## src/rtl/cond_check_pipe.sv

```systemverilog
// Multi-lane ARM condition evaluator with the NZCV status register and a flag save stack.
// Optional same-cycle flag bypass and an optional registered output stage.
module cond_check_pipe #(
    parameter int LANES  = 2,
    parameter int PIPE   = 1,
    parameter int BYPASS = 1,
    parameter int DEPTH  = 4
) (
    input  logic                 clk,
    input  logic                 rst_n,
    input  logic                 upd_en,
    input  logic [3:0]           upd_flags,
    input  logic [4*LANES-1:0]   cond,
    input  logic [LANES-1:0]     in_valid,
    input  logic                 flush,
    input  logic                 push,
    input  logic                 pop,
    output logic [3:0]           status_out,
    output logic [LANES-1:0]     cond_pass,
    output logic [LANES-1:0]     out_valid,
    output logic                 stack_full,
    output logic                 stack_empty,
    output logic                 stack_err
);

    localparam int IDXW = $clog2(DEPTH);
    localparam int SPW  = IDXW + 1;

    logic [3:0]       status;
    logic [3:0]       stack [DEPTH];
    logic [SPW-1:0]   sp;
    logic [SPW-1:0]   spDec;
    logic [IDXW-1:0]  topIdx;
    logic [IDXW-1:0]  pushIdx;
    logic             legalPush;
    logic             legalPop;
    logic [3:0]       evalFlags;
    logic [LANES-1:0] pass;

    function automatic logic evalCond(input logic [3:0] c, input logic [3:0] f);
        logic n, z, cy, v;
        n  = f[3];
        z  = f[2];
        cy = f[1];
        v  = f[0];
        case (c)
            4'b0000: evalCond = z;
            4'b0001: evalCond = !z;
            4'b0010: evalCond = cy;
            4'b0011: evalCond = !cy;
            4'b0100: evalCond = n;
            4'b0101: evalCond = !n;
            4'b0110: evalCond = v;
            4'b0111: evalCond = !v;
            4'b1000: evalCond = cy && !z;
            4'b1001: evalCond = !cy || z;
            4'b1010: evalCond = (n == v);
            4'b1011: evalCond = (n != v);
            4'b1100: evalCond = !z && (n == v);
            4'b1101: evalCond = z || (n != v);
            4'b1110: evalCond = 1'b1;
            default: evalCond = 1'b0;
        endcase
    endfunction

    assign stack_full  = (sp == SPW'(DEPTH));
    assign stack_empty = (sp == '0);
    assign spDec       = sp - SPW'(1);
    assign topIdx      = spDec[IDXW-1:0];
    assign pushIdx     = sp[IDXW-1:0];
    assign legalPush   = push && !pop && !stack_full;
    assign legalPop    = pop && !push && !stack_empty;
    assign status_out  = status;

    // A pop restoring status this cycle is not visible to evaluation; only upd_flags bypass.
    assign evalFlags = (BYPASS != 0 && upd_en) ? upd_flags : status;

    always_comb begin
        pass = '0;
        for (int i = 0; i < LANES; i++) begin
            pass[i] = in_valid[i] && evalCond(cond[4*i +: 4], evalFlags);
        end
    end

    always_ff @(posedge clk or negedge rst_n) begin
        if (!rst_n) begin
            status    <= '0;
            sp        <= '0;
            stack_err <= 1'b0;
            for (int i = 0; i < DEPTH; i++) begin
                stack[i] <= '0;
            end
        end else begin
            if (legalPop) begin
                status <= stack[topIdx];
                sp     <= spDec;
            end else if (upd_en) begin
                status <= upd_flags;
            end
            if (legalPush) begin
                stack[pushIdx] <= status;
                sp             <= sp + SPW'(1);
            end
            if ((push && !pop && stack_full) || (pop && !push && stack_empty)) begin
                stack_err <= 1'b1;
            end
        end
    end

    generate
        if (PIPE != 0) begin : gPipe
            always_ff @(posedge clk or negedge rst_n) begin
                if (!rst_n) begin
                    cond_pass <= '0;
                    out_valid <= '0;
                end else if (flush) begin
                    cond_pass <= '0;
                    out_valid <= '0;
                end else begin
                    cond_pass <= pass;
                    out_valid <= in_valid;
                end
            end
        end else begin : gComb
            assign cond_pass = pass & ~{LANES{flush}};
            assign out_valid = in_valid & ~{LANES{flush}};
        end
    endgenerate

endmodule
```

## config.mk

```make
export PLATFORM = sky130hd
export DESIGN_NAME = cond_check_pipe
export DESIGN_NICKNAME = d
export VERILOG_FILES = /design/src/rtl/cond_check_pipe.sv
export SDC_FILE = /design/constraint.sdc
export NUM_CORES = 1
export LEC_CHECK = 0
export CORE_ASPECT_RATIO = 1.1
export CORE_MARGIN = 4
export CORE_UTILIZATION = 45
export CTS_CLUSTER_DIAMETER = 200
export CTS_CLUSTER_SIZE = 25
export DETAILED_ROUTE_END_ITERATION = 6
export DONT_BUFFER_PORTS = 1
export GPL_TIMING_DRIVEN = 1
export PLACE_DENSITY = 0.66
export SYNTH_ARGS = -nofsm -noshare
export SYNTH_HDL_FRONTEND = slang
export SYNTH_SLANG_ARGS = --single-unit
```

## constraint.sdc

```tcl
create_clock -name clk -period 7.2 [get_ports clk]
set_input_delay 1.08 -clock clk [delete_from_list [all_inputs] [get_ports clk]]
set_output_delay 1.08 -clock clk [all_outputs]
set_load 0.005 [all_outputs]
```

* Word-level counts from Yosys, hierarchy flattened *
Index checks and enable logic that the tools add are counted.
W data, S select, Z words.

word-level totals
  register bits after elaboration = 28
  output and inout port bits = 11

operators by class
  $add $sub $neg = 2
  $lt $le $gt $ge = 3
  eq/ne operators = 31
  multiplexer cells = 14
  bitwise operators = 2
  reductions and logical operators = 26

operator list
  kind                   number
  $eq A4 B4 Y1 const B   14
  $eq A4 B3 Y1 const B   8
  $pmux W1 S15           2
  $mux W4                5
  $bwmux W16             1
  $eq A4 B2 Y1 const B   4
  $logic_and A1 B1 Y1    11
  $bmux W4 S2            1
  $demux W4 S2           1
  $eq A4 B1 Y1 const B   2
  $logic_not A1 Y1       8
  $logic_not A4 Y1       2
  $ge A3 B3 Y1 const B   2
  $mux W3                2
  $not A2 Y3             2
  $mux W2                2
  $add A3 B1 Y3 const B  1
  $eq A3 B3 Y1 const B   1
  $logic_not A3 Y1       1
  $logic_or A1 B1 Y1     3
  $lt A3 B1 Y1 const B   1
  $sub A3 B1 Y3 const B  1
  $reduce_bool A2 Y1     1
  $eq A1 B1 Y1           1
  $ne A1 B1 Y1           1

* Depth between registers and ports, before layout *
Gate-level depths: netlist of the first run.

  depth after elaboration = 6
  depth in mapped cells = 10

* Worst setup path after synthesis of the first run *
Ideal clock, no wire load.

  path kind = register to register
  from = reg sp[0]
  to = reg stack[0] (netlist name)
  setup time = 0.125 ns
  arrival = 2.305 ns
  data required time = 7.075 ns
  path slack = 4.771 ns
  stages on the path, launching flop included = 9
  path buffers = 2
  clock period less this slack = 2.429 ns
  cells stage by stage = dfrtp_1 clkbuf_1 inv_1 ha_1 ha_1 nor3_1 and2_0 clkbuf_1 mux2_2

between the ends
  elaborated cells between the ends (all ways) = 10
  those cells by class = order compare: 2; eq/ne: 1; mux: 3; bitwise: 1; reduce/logical: 3

RTL lines
  what                            RTL line  RTL
  start: declaration              31        logic [SPW-1:0] sp;
  start signal: assignment        96        sp <= spDec;
  start signal: assignment        102       sp <= sp + SPW'(1);
  $eq A3 B3 Y1                    66        assign stack_full = (sp == SPW'(DEPTH));
  via stack_full                  21        output logic stack_full,
  $logic_not A1 Y1                71        assign legalPush = push && !pop && !stack_full;
  $logic_and A1 B1 Y1             71
  end signal: indexed assignment  101       stack[pushIdx] <= status;
  end: declaration                30        logic [3:0] stack [DEPTH];

The timed path passes the listed nets, and every way through them passes these cells.
A chain may end at the register's enable or synchronous reset.

* Final worst setup path of the first run *
  from = reg sp[0]
  to = reg stack[3] (netlist name)

Same word-level chain as after synthesis.

==> run summary, run 1 <==
Pre-Repair DR Iteration Count - 4
fill count - 318
clock slew at reported path FFs - 0.10 ns
post-synthesis sequential area ratio - 0.397
Layout area overhead - 5.24%
Final Max Slew Viols - 0
Fin Setup TNS - 0 ns
power share of the clock group - 0.194
pin count of the biggest net entering global routing - 29
ANT cells - 0
Switch Pwr - 0.215 mW
met3 WL - 197 um
clock buffer depth - 2
clk_lat worst skew - 0.29 ns
unrepaired setup endpoints after global routing - no
DRC Markers - 0
Core ar. - 0.00371 mm^2
post-CTS setup buffers - 0
fraction of layout cells with a size suffix above 1 - 0.178
IO Port Bufs - 0
Worst R2R Start - sp[0]
fin crit period - 2.58 ns
Metal-1 WL - 1.42 mm
most common cell after layout, fill and taps aside - dfrtp_1
Die H - 73.7 um
CP Launch Type - flip-flop
Internal - 0.439 mW
P per Cell Area - 352 mW/mm^2
final setup fails - 0
Worst R2R End - stack[3]
unique cell type count in the Yosys netlist - 39
Yosys Warn Count - 0
first-pass GRT wire length - 5.97 mm
Tot Pwr - 0.654 mW
outcome - finished clean
Req. time, crit path - 7.38 ns
max layer used - met4
crit end category - flip-flop
vias in the first global route - 1280
syn_nets - 187
most frequent cells in the layout - dfrtp_1, mux2_2, nand2_1
# rows - 23
Critical Path Fanout Max - 8
Post-synth top flop - dfrtp_1
CP Launch Point - sp[0]
initial antenna violation count - 0
WL final - 3.53 mm
GRT Total Usage - 0.160
flop2flop setup slack - 4.62 ns
Die Wd - 67.7 um
CTS Buf Count - 3
Synth Instances - 161
num ports - 31
fin crit share - 0.359
GPL Wtd Cong - 0.739
DR WL met2 - 1.83 mm
DIE AREA - 0.00499 mm^2
sw frac - 0.329
Worst Reg-to-Reg Cells - 6
sequential share of power - 0.444
Initial DRC Count - 54
DR vias/cell - 5.83
Comb pwr share - 0.363
VDD IR max - 0.192 mV
Pleak - 0.762 nW
HPWL Detailed - 2.80 mm
Avg WL per Cell - 17.0 um
max-cap violation count - 0
clock sinks - 28
FF+latch count, synth - 28
Crit path arrival time - 2.76 ns
fin nets - 184
H-tree Lvls - 1
hold slack - 0.473 ns
Max-slew headroom - 0.628
ANT nets after route - 0
vias post-DR - 1206
Tightest Pin Transition - 0.554 ns
Final Hold Violating Endpoints - 0
Post-synth EDFFs - 0
Hold Path Class - in -> async
cts repair resizes - 0
TritonCTS clock tree - built
Avg Cell Area, Syn - 11.0 um^2
GRT overflow - 0
mapped cell area - 0.00177 mm^2
hold buffers post-CTS - 0
ys async rst share - 1.00
Fmax - 387 MHz
Root Buffer - clkbuf_8
critical path type - reg -> reg
initial cell density of the core - 0.476
Final Skew - 0.00588 ns
[area by class of cell]
| type | count | area, um^2 | share of cell area |
|---|---|---|---|
| inverter | 8 | 30.0 | 0.0162 |
| sequential | 28 | 701 | 0.377 |
| multi-input combinational | 117 | 993 | 0.535 |
| clock buffer | 3 | 41.3 | 0.0222 |
| clock inverter | 1 | 30.0 | 0.0162 |
| tap | 50 | 62.6 | 0.0337 |
[worst max-delay path, cell delays in order (launching register included)]
cell and delay (ns):
dfrtp_1 0.59, inv_1 0.12, ha_1 0.26, ha_1 0.23
nor3_1 0.45, and2_0 0.43, mux2_2 0.38
[power groups by stage]
stage	logic [mW]	clock network [mW]	registers, mW
6_report	0.237	0.127	0.290
2_1_floorplan	0.225	0	0.260
5_1_grt	0.265	0.136	0.302
4_1_cts	0.241	0.130	0.292
3_5_place_dp	0.241	0	0.296
3_3_place_gp	0.229	0	0.292
[sequential cells by signal (all words and copies together) (netlist names)]
signal,flops
stack_err,1
status_out,4
sp,3
cond_pass,2
stack,16
out_valid,2
[cells by family (layout without fill, tap and decap cells)]
family,count (synthesis),in the layout,share of synthesized area
muxes,32,32,0.235
adders and majority gates,6,6,0.0425
AOI/OAI and AO/OA,27,27,0.110
DFF,28,28,0.397
and+or+nand+nor,45,45,0.140
xor gates and xnor gates,7,7,0.0347
buffers and inverters,16,12,0.0404
[routing by layer]
metal,GRT usage,vias to the layer above
met1,0.187,592
li1,-,581
met4,0.0743,0
met5,0,-
met3,0.0321,5
met2,0.278,28
[worst max path at each step]
stage | to | slack [ns]
after floorplan | stack[0] | 4.77
after global placement | stack[3] | 4.66
after detailed placement | stack[3] | 4.62
after CTS | stack[3] | 4.59
after global routing | stack[3] | 4.40
final | stack[3] | 4.62
[cell usage after synthesis (3+ instances only)]
master / instances / share of area
a311o_1: 3 / 0.017
and2_0: 4 / 0.014
nand2_1: 12 / 0.026
clkbuf_1: 6 / 0.013
o21ai_0: 5 / 0.014
ha_1: 6 / 0.043
nor2_1: 8 / 0.017
inv_1: 7 / 0.015
nor3b_1: 3 / 0.013
mux2i_1: 10 / 0.057
a21oi_1: 5 / 0.014
mux2_2: 16 / 0.10
nor2b_1: 5 / 0.018
xnor2_1: 7 / 0.035
mux4_2: 6 / 0.077
dfrtp_1: 28 / 0.40
nor3_1: 4 / 0.011
[metrics by stage]
| stage | cell area, um^2 | setup WS, ns | util | instances |
|---|---|---|---|---|
| finish | 1860 | 4.62 | 0.501 | 207 |
| global route | 1860 | 4.40 | 0.501 | 207 |
| CTS | 1860 | 4.59 | 0.501 | 207 |
| detailed placement | 1790 | 4.62 | 0.481 | 203 |
| global placement | 1790 | 4.66 | 0.481 | 203 |
| floorplan | 1770 | 4.77 | - | 161 |
(Power assumes the default switching activity.)
==> inputs of run 2 (changes only) <==
==> constraint.sdc (replaced) <==
create_clock -name clk -period 2.5 [get_ports clk]
set_input_delay 0.375 -clock clk [delete_from_list [all_inputs] [get_ports clk]]
set_output_delay 0.375 -clock clk [all_outputs]
set_load 0.005 [all_outputs]
==> run 2 against run 1 <==
Net effect:
- critical path depth did not move
- routed wire length increased by 0.77%
- first-iteration DRC count down 15%
- fmax increased by 21%
- via count rose by 2.3%
- register-to-register slack worse by 4.2 ns
- die area unchanged
- cell count grew 1.4%
- clock power grew 120%
- non-clock buffer count rose by 3
- sequential cell count stayed put
- worst setup slack got worse by 4.2 ns
- highest routed layer unchanged
==> run summary, run 2 (synthesis results as in run 1) <==
VDD IR max - 0.374 mV (was 0.192 mV)
worst-path cell with the longest stage delay - and2_0 (was dfrtp_1)
critical path type - reg -> reg (unchanged)
GRT Total Usage - 0.154 (was 0.160)
Fin Setup TNS - 0 ns (unchanged)
DRC Markers - 0 (unchanged)
post-CTS setup buffers - 0 (unchanged)
clock slew at reported path FFs - 0.10 ns (about the same)
clk_lat worst skew - 0.27 ns (was 0.29 ns)
Final Instance Count excl. Fillers - 210 (was 207)
most flop-heavy register - stack (unchanged)
Avg WL per Cell - 16.9 um (was 17.0 um)
fraction of layout cells with a size suffix above 1 - 0.194 (was 0.178)
CTS Buf Count - 3 (unchanged)
DIE AREA - 0.00499 mm^2 (unchanged)
Placed Instances - 204 (was 203)
CP Launch Type - flip-flop (unchanged)
fin nets - 187 (was 184)
pin count of the biggest net entering global routing - 29 (unchanged)
P per Cell Area - 968 mW/mm^2 (was 352 mW/mm^2)
Reg area - 701 um^2 (unchanged)
GPL Wtd Cong - 0.776 (was 0.739)
Fmax - 470 MHz (was 387 MHz)
fin crit share - 0.851 (was 0.359)
most frequent cells in the layout - dfrtp_1, mux2_2, nand2_1 (unchanged)
fill count - 327 (was 318)
Req. time, crit path - 2.67 ns (was 7.38 ns)
Post-DP Area - 0.00179 mm^2 (about the same)
H-tree Lvls - 1 (unchanged)
Pre-Repair DR Iteration Count - 4 (unchanged)
Root Buffer - clkbuf_8 (unchanged)
ANT cells - 0 (unchanged)
Tightest Pin Transition - 0.435 ns (was 0.554 ns)
vias post-DR - 1234 (was 1206)
GRT overflow - 0 (unchanged)
HPWL Detailed - 2.75 mm (was 2.80 mm)
Pleak - 0.775 nW (was 0.762 nW)
initial cell density of the core - 0.476 (unchanged)
Hold Path Class - in -> reg (was in -> async)
final instance area - 0.00188 mm^2 (was 0.00186 mm^2)
Layout area overhead - 6.73% (was 5.24%)
CP dominant cell by count - ha_1 (unchanged)
num ports - 31 (unchanged)
IO Port Bufs - 0 (unchanged)
DR vias/cell - 5.88 (was 5.83)
Final Hold Violating Endpoints - 0 (unchanged)
first-pass GRT wire length - 5.78 mm (was 5.97 mm)
Crit path arrival time - 2.30 ns (was 2.76 ns)
Multi-input gate area - 998 um^2 (was 993 um^2)
outcome - finished clean (unchanged)
Critical Path Fanout Max - 6 (was 8)
final core utilization - 0.508 (was 0.501)
Final Max Slew Viols - 0 (unchanged)
final setup fails - 0 (unchanged)
WP buf/inv - 1 (unchanged)
Initial DRC Count - 46 (was 54)
Core ar. - 0.00371 mm^2 (unchanged)
final setup margin - 0.373 ns (was 4.62 ns)
WL final - 3.55 mm (was 3.53 mm)
crit end category - flip-flop (unchanged)
TritonCTS clock tree - built (unchanged)
Die H - 73.7 um (unchanged)
# rows - 23 (unchanged)
Final Skew - 0.00472 ns (was 0.00588 ns)
clock buffer depth - 2 (unchanged)
initial antenna violation count - 0 (unchanged)
clock sinks - 28 (unchanged)
critical path cell sequence - inv_1 > ha_1 > ha_1 > nor3_2 > and2_0 > mux2_2 (was inv_1 > ha_1 > ha_1 > nor3_1 > and2_0 > mux2_2)
Max-slew headroom - 0.702 (was 0.628)
dpl ws - 0.198 ns (was 4.62 ns)
fin crit period - 2.13 ns (was 2.58 ns)
max-cap violation count - 0 (unchanged)
CP max stage delay - 0.42 ns (was 0.59 ns)
Largest register FFs - 16 (unchanged)
unrepaired setup endpoints after global routing - no (unchanged)
most common cell after layout, fill and taps aside - dfrtp_1 (unchanged)
Die Wd - 67.7 um (unchanged)
vias in the first global route - 1253 (was 1280)
delay-heaviest family, CP - simple AND/OR/NAND/NOR gates (unchanged)
ANT nets after route - 0 (unchanged)
==> run 2: cell count changes in the layout (fill, tap and decap cells not counted), sizes merged <==
cell / previous run / this run
clkbuf: 3 / 4
buf: 0 / 2
dlygate4sd3: 0 / 1
bufinv: 1 / 0
==> run 2: worst paths after layout <==
path	slack, ns	end	startpoint	depth (start not counted)
max	0.37	stack[1]	sp[1]	6
min	0.19	out_valid[0]	flush	1
max reg2reg	0.37	stack[1]	sp[1]	6
min reg2reg	0.51	stack[11]	stack[11]	1
max in group asynchronous	1.81	sp[0]	rst_n	2
min in group asynchronous	0.52	cond_pass[0]	rst_n	2
==> run 2: power breakdown <==
part | switching [mW] | leakage, nW | total (mW) | internal, mW
registers | 0.168 | 0.339 | 0.808 | 0.640
clock network | 0.140 | 0.0288 | 0.281 | 0.141
logic | 0.310 | 0.406 | 0.736 | 0.425
total | 0.618 | 0.775 | 1.82 | 1.21
==> run 2: cell type report <==
| type | count | area share |
|---|---|---|
| Clock buffer | 4 | 0.0292 |
| Inverter | 8 | 0.0159 |
| Multi-Input combinational cell | 117 | 0.530 |
| Sequential cell | 28 | 0.372 |
| Tap cell | 50 | 0.0332 |
| Timing Repair Buffer | 3 | 0.0199 |
==> run 2: what timing repair did <==
action	4_1_cts	5_1_grt
hold buffers	2	0
endpoints found under the hold margin	28	0
setup endpoints to repair	0	4
resized for setup	0	1
==> run 2: worst reg2reg max path, cell delays in order (launching register included) <==
cell	delay, ns
dfrtp_1	0.38
inv_1	0.08
ha_1	0.23
ha_1	0.24
nor3_2	0.28
and2_0	0.42
mux2_2	0.38
==> run 2: metal layers <==
metal | global-route usage | part of all wire
met1 | 0.171 | 0.38
met2 | 0.280 | 0.54
met3 | 0.0321 | 0.060
met4 | 0.0586 | 0.019
met5 | 0 | 0
==> run 2: stage by stage <==
step / hold WS [ns] / power [mW]
5_1_grt: 0.195 / 1.96
6_report: 0.192 / 1.82
2_1_floorplan: 0.0794 / 1.40
3_3_place_gp: 0.0801 / 1.51
3_5_place_dp: 0.0801 / 1.54
4_1_cts: 0.194 / 1.84
==> inputs of run 3 (changes only) <==
==> constraint.sdc (replaced) <==
create_clock -name clk -period 2.6 [get_ports clk]
set_input_delay 0.39 -clock clk [delete_from_list [all_inputs] [get_ports clk]]
set_output_delay 0.39 -clock clk [all_outputs]
set_load 0.005 [all_outputs]
==> run 3 against run 2 <==
Net effect:
- critical path type unchanged
- non-clock buffer count unchanged
- first-iteration DRC count up 13%
- sequential power down 4.0%
- count of clock-buffer cells in the layout unchanged
- final area down 0.27%
- worst setup slack worse by 0.093 ns
- core utilization down 0.13 points
- critical endpoint unchanged
- clock power down 4%
- critical path depth unchanged
==> run summary, run 3 (synthesis results as in run 1) <==
Avg WL per Cell - 16.9 um (about the same)
clock buffer depth - 2 (unchanged)
Max-slew headroom - 0.620 (was 0.702)
Layout area overhead - 6.45% (was 6.73%)
outcome - finished clean (unchanged)
CTS Buf Count - 3 (unchanged)
Hold Path Class - in -> reg (unchanged)
WL final - 3.55 mm (about the same)
flop2flop setup slack - 0.28 ns (was 0.37 ns)
first-pass GRT wire length - 5.78 mm (unchanged)
Largest register FFs - 16 (unchanged)
Worst R2R End - stack[1] (unchanged)
Critical Path Fanout Max - 6 (unchanged)
fill count - 328 (was 327)
critical path type - reg -> reg (unchanged)
fraction of layout cells with a size suffix above 1 - 0.188 (was 0.194)
final core utilization - 0.506 (was 0.508)
initial cell density of the core - 0.476 (unchanged)
Req. time, crit path - 2.77 ns (was 2.67 ns)
final setup margin - 0.280 ns (was 0.373 ns)
Pleak - 0.774 nW (was 0.775 nW)
num ports - 31 (unchanged)
Final Hold Violating Endpoints - 0 (unchanged)
most common cell after layout, fill and taps aside - dfrtp_1 (unchanged)
Crit path arrival time - 2.49 ns (was 2.30 ns)
fin nets - 187 (unchanged)
fin crit period - 2.32 ns (was 2.13 ns)
Hold Path Sink - out_valid[0] (unchanged)
GRT overflow - 0 (unchanged)
ANT cells - 0 (unchanged)
crit end category - flip-flop (unchanged)
pin count of the biggest net entering global routing - 29 (unchanged)
Worst Reg-to-Reg Cells - 6 (unchanged)
Root Buffer - clkbuf_8 (unchanged)
Initial DRC Count - 52 (was 46)
Fin Setup TNS - 0 ns (unchanged)
vias in the first global route - 1253 (unchanged)
Final Skew - 0.00469 ns (was 0.00472 ns)
HPWL Detailed - 2.75 mm (unchanged)
VDD IR max - 0.359 mV (was 0.374 mV)
CP Launch Type - flip-flop (unchanged)
max-cap violation count - 0 (unchanged)
hold path depth - 1 (unchanged)
dpl ws - 0.298 ns (was 0.198 ns)
final setup fails - 0 (unchanged)
Die Wd - 67.7 um (unchanged)
Pre-Repair DR Iteration Count - 4 (unchanged)
DRC Markers - 0 (unchanged)
IO Port Bufs - 0 (unchanged)
ANT nets after route - 0 (unchanged)
initial antenna violation count - 0 (unchanged)
Final Instance Count excl. Fillers - 210 (unchanged)
# rows - 23 (unchanged)
P per Cell Area - 932 mW/mm^2 (was 968 mW/mm^2)
clk_lat worst skew - 0.27 ns (about the same)
Tightest Pin Transition - 0.566 ns (was 0.435 ns)
post-CTS setup buffers - 0 (unchanged)
fin crit share - 0.892 (was 0.851)
hold path start - flush (unchanged)
most flop-heavy register - stack (unchanged)
Core ar. - 0.00371 mm^2 (unchanged)
Die H - 73.7 um (unchanged)
Placed Instances - 204 (unchanged)
DIE AREA - 0.00499 mm^2 (unchanged)
vias post-DR - 1241 (was 1234)
GRT Total Usage - 0.154 (unchanged)
H-tree Lvls - 1 (unchanged)
clock sinks - 28 (unchanged)
clock slew at reported path FFs - 0.10 ns (about the same)
Fmax - 431 MHz (was 470 MHz)
TritonCTS clock tree - built (unchanged)
most frequent cells in the layout - dfrtp_1, mux2_2, nand2_1 (unchanged)
DR vias/cell - 5.91 (was 5.88)
GPL Wtd Cong - 0.776 (unchanged)
unrepaired setup endpoints after global routing - no (unchanged)
Final Max Slew Viols - 0 (unchanged)
Worst R2R Start - sp[1] (unchanged)
==> run 3: area by class of cell <==
cell class	count	area [um^2]	area share
clock buffers	4	55.1	0.0293
multi-input cells	117	993	0.529
flip-flops and latches	28	701	0.373
repair buffers	3	37.5	0.0200
well taps	50	62.6	0.0333
inverters	8	30.0	0.0160
==> run 3: how the worst max path moves through the flow <==
stage / from / end / slack (ns) / cells past startpoint
after floorplan: sp[0] / stack[0] / 0.17 / 8
final: sp[1] / stack[1] / 0.28 / 6
after global placement: sp[1] / stack[3] / 0.38 / 6
after global routing: sp[1] / stack[1] / 0.08 / 6
after detailed placement: sp[1] / stack[1] / 0.30 / 6
after CTS: sp[1] / stack[0] / 0.28 / 6
==> run 3: power breakdown <==
part           leakage [nW]  total [mW]  switching (mW)  internal [mW]
registers             0.339       0.776           0.161          0.616
clock network        0.0288       0.270           0.134          0.136
logic                 0.406       0.706           0.297          0.408
total                 0.774        1.75           0.592           1.16
==> run 3: routing by layer <==
layer	vias up	track usage	wire length, um
met1	614	0.171	1340
met3	9	0.0321	217
li1	584	-	-
met2	34	0.280	1920
met5	-	0	0
met4	0	0.0586	68
==> run 3: metrics by stage <==
stage | area, um^2 | total power, mW | hold WS [ns]
after floorplan | 1770 | 1.34 | 0.0944
after global placement | 1790 | 1.45 | 0.0951
after detailed placement | 1790 | 1.49 | 0.0951
after CTS | 1880 | 1.77 | 0.209
after global routing | 1880 | 1.89 | 0.210
final | 1880 | 1.75 | 0.207
==> run 3: worst max-delay path, cell delays in order (launching register included) <==
cell	delay, ns
dfrtp_1	0.38
inv_1	0.08
ha_1	0.22
ha_1	0.23
nor3_1	0.46
and2_0	0.46
mux2_2	0.38
==> run 3: timing repair <==
action,4_1_cts,5_1_grt
hold buffers,2,0
endpoints found under the setup margin,0,0
hold endpoints to repair,28,0
gates resized for setup,0,0
